**src/rtl/vend_pkg.sv**
```systemverilog
// Shared definitions for the change-dispensing path: denomination indices,
// coin values and the dispenser state encoding.
package vend_pkg;

  localparam int NUM_DEN     = 4;
  localparam int DEN_DOLLAR  = 3;
  localparam int DEN_QUARTER = 2;
  localparam int DEN_DIME    = 1;
  localparam int DEN_NICKEL  = 0;

  localparam logic [8:0] VAL_DOLLAR  = 9'd100;
  localparam logic [8:0] VAL_QUARTER = 9'd25;
  localparam logic [8:0] VAL_DIME    = 9'd10;
  localparam logic [8:0] VAL_NICKEL  = 9'd5;

  typedef enum logic [2:0] {
    ST_IDLE   = 3'd0,
    ST_SELECT = 3'd1,
    ST_EJECT  = 3'd2,
    ST_GAP    = 3'd3,
    ST_DONE   = 3'd4,
    ST_FAULT  = 3'd5
  } state_t;

  function automatic logic [8:0] coin_value(input int idx);
    case (idx)
      DEN_DOLLAR:  return VAL_DOLLAR;
      DEN_QUARTER: return VAL_QUARTER;
      DEN_DIME:    return VAL_DIME;
      default:     return VAL_NICKEL;
    endcase
  endfunction

endpackage

```
**src/rtl/denom_select.sv**
```systemverilog
// Greedy coin pick: highest denomination that fits in owed and whose hopper
// is not reported empty. Purely combinational.
module denom_select
  import vend_pkg::*;
(
  input  logic [8:0] owed,
  input  logic [3:0] hopper_empty,
  output logic [3:0] onehot,
  output logic [8:0] value,
  output logic       valid
);

  always_comb begin
    onehot = '0;
    value  = '0;
    valid  = 1'b0;
    for (int i = NUM_DEN - 1; i >= 0; i--) begin
      if (!valid && !hopper_empty[i] && (owed >= coin_value(i))) begin
        onehot[i] = 1'b1;
        value     = coin_value(i);
        valid     = 1'b1;
      end
    end
  end

endmodule

```
**src/rtl/change_dispenser.sv**
```systemverilog
// Pays out owed change one coin at a time over a req/ack hopper handshake,
// re-picking the denomination before every coin so empty hoppers are routed around.
module change_dispenser
  import vend_pkg::*;
#(
  parameter int GAP_CYCLES  = 4,
  parameter int ACK_TIMEOUT = 255,
  parameter int TIMER_W     = 8
) (
  input  logic       clk,
  input  logic       rst,
  input  logic       load,
  input  logic       change_dollar,
  input  logic [1:0] change_quarters,
  input  logic [3:0] change_dimes,
  input  logic [4:0] change_nickels,
  input  logic [3:0] hopper_empty,
  input  logic       hopper_ack,
  input  logic       clr,
  output logic [3:0] eject_req,
  output logic       ready,
  output logic       done,
  output logic       fault,
  output logic [8:0] owed,
  output logic [8:0] dispensed
);

  localparam logic [TIMER_W-1:0] TIMEOUT_CNT = TIMER_W'(ACK_TIMEOUT);
  localparam logic [TIMER_W-1:0] GAP_LAST    = TIMER_W'(GAP_CYCLES - 1);

  state_t             state_q, state_d;
  logic [TIMER_W-1:0] timer_q;
  logic [8:0]         owed_q, disp_q, val_q;
  logic [3:0]         eject_q;
  logic [3:0]         sel_onehot;
  logic [8:0]         sel_value;
  logic               sel_valid;

  // Worst case 100 + 3*25 + 15*10 + 31*5 = 480, so 9 bits never wrap.
  function automatic logic [8:0] change_total(input logic       dl,
                                              input logic [1:0] qt,
                                              input logic [3:0] dm,
                                              input logic [4:0] nk);
    logic [8:0] sum;
    sum = dl ? VAL_DOLLAR : 9'd0;
    sum = sum + 9'(qt) * VAL_QUARTER;
    sum = sum + 9'(dm) * VAL_DIME;
    sum = sum + 9'(nk) * VAL_NICKEL;
    return sum;
  endfunction

  denom_select u_denom_select (
    .owed         (owed_q),
    .hopper_empty (hopper_empty),
    .onehot       (sel_onehot),
    .value        (sel_value),
    .valid        (sel_valid)
  );

  always_ff @(posedge clk or posedge rst) begin
    if (rst) state_q <= ST_IDLE;
    else     state_q <= state_d;
  end

  always_comb begin
    state_d = state_q;
    case (state_q)
      ST_IDLE:   if (load) state_d = ST_SELECT;
      ST_SELECT: begin
        if (owed_q == 9'd0)  state_d = ST_DONE;
        else if (sel_valid)  state_d = ST_EJECT;
        else                 state_d = ST_FAULT;
      end
      // A coin confirmed in the timeout cycle still counts as paid.
      ST_EJECT: begin
        if (hopper_ack)                 state_d = ST_GAP;
        else if (timer_q == TIMEOUT_CNT) state_d = ST_FAULT;
      end
      ST_GAP:    if (timer_q == GAP_LAST) state_d = ST_SELECT;
      ST_DONE:   state_d = ST_IDLE;
      ST_FAULT:  if (clr) state_d = ST_IDLE;
      default:   state_d = ST_IDLE;
    endcase
  end

  always_comb begin
    ready = (state_q == ST_IDLE);
    done  = (state_q == ST_DONE);
    fault = (state_q == ST_FAULT);
  end

  always_ff @(posedge clk or posedge rst) begin
    if (rst) begin
      timer_q <= '0;
      owed_q  <= '0;
      disp_q  <= '0;
      val_q   <= '0;
      eject_q <= '0;
    end else begin
      case (state_q)
        ST_IDLE: begin
          if (load) begin
            owed_q <= change_total(change_dollar, change_quarters,
                                   change_dimes, change_nickels);
            disp_q <= '0;
          end
        end
        ST_SELECT: begin
          timer_q <= '0;
          if ((owed_q != 9'd0) && sel_valid) begin
            eject_q <= sel_onehot;
            val_q   <= sel_value;
          end
        end
        ST_EJECT: begin
          if (hopper_ack) begin
            owed_q  <= owed_q - val_q;
            disp_q  <= disp_q + val_q;
            eject_q <= '0;
            timer_q <= '0;
          end else if (timer_q == TIMEOUT_CNT) begin
            eject_q <= '0;
          end else begin
            timer_q <= timer_q + 1'b1;
          end
        end
        ST_GAP:   timer_q <= timer_q + 1'b1;
        ST_FAULT: if (clr) owed_q <= '0;
        default: ;
      endcase
    end
  end

  assign eject_req = eject_q;
  assign owed      = owed_q;
  assign dispensed = disp_q;

endmodule

```
**config.mk**
```make
export PLATFORM = sky130hd
export DESIGN_NAME = change_dispenser
export DESIGN_NICKNAME = d
export VERILOG_FILES = /design/src/rtl/vend_pkg.sv /design/src/rtl/denom_select.sv /design/src/rtl/change_dispenser.sv
export SDC_FILE = /design/constraint.sdc
export NUM_CORES = 1
export LEC_CHECK = 0
export CAP_MARGIN = 25
export CORE_AREA = 2 2 101 103
export CTS_BUF_LIST = sky130_fd_sc_hd__clkbuf_16
export CTS_CLUSTER_SIZE = 30
export DETAILED_ROUTE_END_ITERATION = 8
export DIE_AREA = 0 0 103 105
export DONT_BUFFER_PORTS = 1
export PLACE_DENSITY = 0.54
export SKIP_LAST_GASP = 1
export SYNTH_ARGS = -nofsm -noshare
export SYNTH_HDL_FRONTEND = slang
export SYNTH_SLANG_ARGS = --single-unit
```
**constraint.sdc**
```tcl
create_clock -name clk -period 5.6 [get_ports clk]
set_input_delay 0.84 -clock clk [delete_from_list [all_inputs] [get_ports clk]]
set_output_delay 0.84 -clock clk [all_outputs]
set_load 0.01 [all_outputs]
```
# After elaboration in Yosys (flattened, before gate mapping)
# Cells that the tools add are included.
[word_totals]
register_bits = 42
inputBits = 21
[classes]
add_sub_neg = 6
n_mul = 3
n_lt_le_gt_ge = 4
eq_ne = 14
mux = 34
reduce_logical = 28
[op_table]
columns = ["operator", "n"]
rows = [
  ["$mux 9", 5],
  ["$mux 7", 5],
  ["$pmux 9 s3", 1],
  ["$pmux 8 s3", 1],
  ["$mux 3", 7],
  ["$pmux 9 s2", 1],
  ["$mux 8", 2],
  ["$pmux 3 s5", 1],
  ["$mux 4", 3],
  ["$ne 2x2->1 const B", 5],
  ["$add 8x8->9", 1],
  ["$add 9x8->9", 1],
  ["$add 9x9->9", 1],
  ["$ge 9x3->1 const B", 1],
  ["$ge 9x4->1 const B", 1],
  ["$ge 9x5->1 const B", 1],
  ["$ge 9x7->1 const B", 1],
  ["$logic_not 9->1", 1],
  ["$reduce_bool 9->1", 1],
  ["$sub 9x9->9", 1],
  ["$add 7x7->8", 1],
  ["$add 8x1->8 const B", 1],
  ["$eq 8x2->1 const B", 1],
  ["$eq 8x8->1 const B", 1],
  ["other kinds (17)", 44],
]

# Depth between registers and ports, before layout
[depth]
word_depth = 18
ltp_mapped = 16

# By module
# Synthesis repeated with hierarchy kept, for this count alone.
[unflattened]
hier_cells = 393
area_unflattened_um2 = 3621.0
[by_module_without_submodules]
columns = ["mod", "instances", "cells_each", "area_each_um2", "seq_area_each_um2"]
rows = [
  ["change_dispenser", 1, 365, 3415.8, 1051.0],
  ["denom_select", 1, 28, 205.2, 0.0],
]

# Worst setup path after synthesis
# No wires, ideal clock.
[synth_path]
path_type = "input -> register"
from = "input change_dimes[1]"
to = "register owed_q[8] (netlist: owed[8])"
arrival_ps = 4098
required_ps = 5455
setup_slack_ps = 1358
stages = 14
n_path_buf = 0
path_cell_list = "ha_1 ha_1 ha_1 inv_1 fa_1 fa_1 fa_1 inv_1 ha_1 o21ai_0 o21bai_1 mux2i_1 a211oi_1 a311oi_1"
[synth_via]
elab_chain_cells = 5
[synth_lines]
columns = ["element", "line_no", "source"]
rows = [
  ["from (decl)", "change_dispenser.sv:15", "input logic [3:0] change_dimes,"],
  ["$mul 4x3->7", "change_dispenser.sv:47", "sum = sum + 9'(dm) * VAL_DIME;"],
  ["$add 8x8->9", "change_dispenser.sv:47", ""],
  ["$add 9x8->9", "change_dispenser.sv:48", "sum = sum + 9'(nk) * VAL_NICKEL;"],
  ["$mux 9", "change_dispenser.sv:102", "if (load) begin"],
  ["$pmux 9 s3", "change_dispenser.sv:100", "case (state_q)"],
  ["to (signal assigned)", "change_dispenser.sv:103", "owed_q <= change_total(change_dollar, change_quarters,"],
  ["to (signal assigned)", "change_dispenser.sv:117", "owed_q <= owed_q - val_q;"],
  ["to (decl)", "change_dispenser.sv:33", "logic [8:0] owed_q, disp_q, val_q;"],
]
# No other way between the ends. The select of a mux whose other input is x is not followed.
# A chain may end at the register's enable or synchronous reset.

# Worst setup path in the final report
# Ends and elaborated chain as after synthesis.

==> results.json <==
{
  "crit_type": "input port to register",
  "synth.most_common_cell": "inv_1",
  "area_growth_pct": 8.54,
  "final_util": 0.383,
  "min_path_type": "register to register",
  "fillers": 1002,
  "num_antenna_cells": 0,
  "hp-start": "timer_q[7]",
  "drive_above_1_share": 0.0531,
  "io_pins": 46,
  "startpoint_type": "input port",
  "grt_use_total": 0.159,
  "peakVddDrop_uv": 187,
  "vias": 2762,
  "fin_skew_ns": 0.00642,
  "synth.top_cell.area_share": 0.287,
  "grt-ovfl-total": 0,
  "ys_ff_latch": 39,
  "path_cells": "ha_1 > ha_1 > ha_1 > inv_1 > fa_1 > fa_1 > fa_1 > inv_1 > ha_1 > o21ai_0 > o21bai_1 > mux2i_1 > a211oi_1 > a311oi_1",
  "crit_path_max_incr_delay_ns": 0.51,
  "synthTopCellsByArea": "dfrtp_1 29%, ha_1 14%, fa_1 9.4%, inv_1 5.0%, o21ai_0 4.0%",
  "dp_hpwl_um": 6580,
  "cts_root_buf": "clkbuf_16",
  "stdcell_count": 510,
  "ys.flop_type": "dfrtp_1",
  "worst_path_most_repeated_cell": "ha_1",
  "start_util": 0.353,
  "use_met3": 0.0448,
  "ant_nets": 0,
  "async_reset_ff_frac": 1.00,
  "cts_tree": "built",
  "cp-end-kind": "register",
  "routed_via_density": 5.42,
  "p_per_area_nw_per_um2": 562,
  "postCtsHoldBufs": 0,
  "leakage_nw": 1.73,
  "regToRegSetupSlack_ns": 3.17,
  "yosysSeqAreaShare": 0.287,
  "htree_levels": 2,
  "wl_per_cell_um": 15.9,
  "crit_fanout": 4,
  "final_hold_viol_count": 0,
  "reg2reg_to": "dispensed[8]",
  "portBuffers": 0,
  "final_nets": 451,
  "outcome": "complete, no violations",
  "cts-buffers-inserted": 5,
  "clock_sinks": 39,
  "worstReg2RegStart": "val_q[0]",
  "chipWidth_um": 103,
  "synthCells": 375,
  "place_inst": 502,
  "drt_iter0_markers": 141,
  "maxCapViolations": 0,
  "ys_types": 56,
  "finalWeightedCongestion": 0.843,
  "power_w": 0.00207,
  "clock_path_buffers": 2,
  "yosys.area.top_type": "dfrtp_1",
  "drt_pre_antenna_iters": 4,
  "wl_um": 8090,
  "top_usage_layer": "met2",
  "rows": 36,
  "synth_fp_nets": 450,
  "rsz0062_at_grt": "false",
  "clkTransAtPathRegs_ns": 0.07,
  "hold_end": "timer_q[7]",
  "first_global_vias": 2744,
  "fin_crit_sh": 0.739,
  "netlist_top_cells_count": "45 x inv_1, 39 x dfrtp_1, 38 x ha_1",
  "synth_edf_count": 0,
  "clkLatencyLatePin_ns": 0.28,
  "finalMaxSlewViolations": 0,
  "drc_errors": 0,
  "cts_setup_buffers": 0,
  "crit_required_ns": 5.78,
  "reg2reg_depth": 7,
  "netlist_area_um2": 3400,
  "ys_warn_count": 0,
  "post-route-min-period_ns": 4.14,
  "critPathSlowestCell": "fa_1",
  "slew-limit-headroom": 0.526,
  "syn_area_per_cell_um2": 9.07,
  "fmax_mhz": 242,
  "use_met2": 0.250,
  "die_h_um": 105,
  "core_um2": 9640,
  "cp_top_family": "adder cells",
  "worst_slew_pin_slew_ns": 0.709,
  "use_met1": 0.204,
  "grt_pass1_wl_um": 13500,
  "holdWs_ns": 0.521,
  "setup-tns-final_ns": 0,
  "report.final.setup_viol": 0,
  "cts.repair.resized": 0,
  "dieArea_um2": 10800,
  "worst-path-buf-inv": 2,
  "grt_max_degree": 40,
  "holdPathStages": 1,
  "arrival_ns": 4.32,
  "antenna_found_initial": 0
}
stage by stage:
step           setup slack (ns)  area, um2
2_1_floorplan              1.36       3400
3_3_place_gp               1.23       3540
5_1_grt                    1.20       3690
6_report                   1.46       3690
4_1_cts                    1.42       3690
3_5_place_dp               1.14       3540
area by class of cell:
class | instances | area, um2 | area share
Sequential cell | 39 | 976 | 0.264
Timing Repair Buffer | 2 | 15.0 | 0.00407
Inverter | 47 | 176 | 0.0478
Multi-Input combinational cell | 281 | 2210 | 0.598
Tap cell | 133 | 166 | 0.0451
Clock inverter | 3 | 23.8 | 0.00644
Clock buffer | 5 | 125 | 0.0339
logic make-up (layout without fill, tap and decap cells):
kind of cell / count (synthesis) / count (layout) / share of synthesized area
adder cells (fa/ha/maj): 54 / 54 / 0.234
buffers and inverters: 55 / 57 / 0.0637
multiplexers: 5 / 5 / 0.0151
flip-flops: 39 / 39 / 0.287
AND/OR/NAND/NOR: 99 / 99 / 0.148
XOR/XNOR: 9 / 9 / 0.0232
AO/OA/AOI/OAI: 114 / 114 / 0.229
routing by layer:
| layer | routed length (um) | share of wire |
|---|---|---|
| met2 | 3770 | 0.47 |
| met3 | 437 | 0.054 |
| met4 | 193 | 0.024 |
| met5 | 0 | 0 |
| met1 | 3690 | 0.46 |
how the worst max path moves through the flow:
stage | start | end | depth (start not counted)
4_1_cts | change_dimes[1] | owed[8] | 14
2_1_floorplan | change_dimes[1] | owed[8] | 14
6_report | change_dimes[1] | owed[8] | 14
5_1_grt | change_dimes[1] | owed[8] | 14
3_5_place_dp | change_dimes[1] | owed[8] | 14
3_3_place_gp | change_dimes[1] | owed[8] | 14
placed cells by master, fill, tap and decap left out, drive strengths merged, types with 3 or more instances in the layout:
cell type / instances
o21a: 3
o2111ai: 3
nor3: 8
a211oi: 7
a31oi: 4
ha: 38
o21bai: 3
clkbuf: 5
nor2: 26
nand2: 22
or2: 3
a21o: 13
inv: 48
xnor2: 6
fa: 16
o311ai: 4
nor2b: 5
nand3: 13
mux2i: 4
o21ai: 29
a21oi: 19
xor2: 3
dfrtp: 39
nand2b: 4
o31ai: 8
nand3b: 3
o211ai: 3
a22o: 4
sequential cells by signal (all words and copies together), names as in the netlist:
name	count
state_q	3
val_q	6
owed	9
dispensed	9
eject_req	4
timer_q	8
report_power, final:
group          internal (W)  leakage (nW)  switching, W  total (W)
clock              0.000167        0.0664      0.000122   0.000288
combinational      0.000509          1.17      0.000673    0.00118
sequential         0.000390         0.494      0.000213   0.000603
total               0.00107          1.73       0.00101    0.00207
No activity file was read; power rests on OpenSTA's default activity.
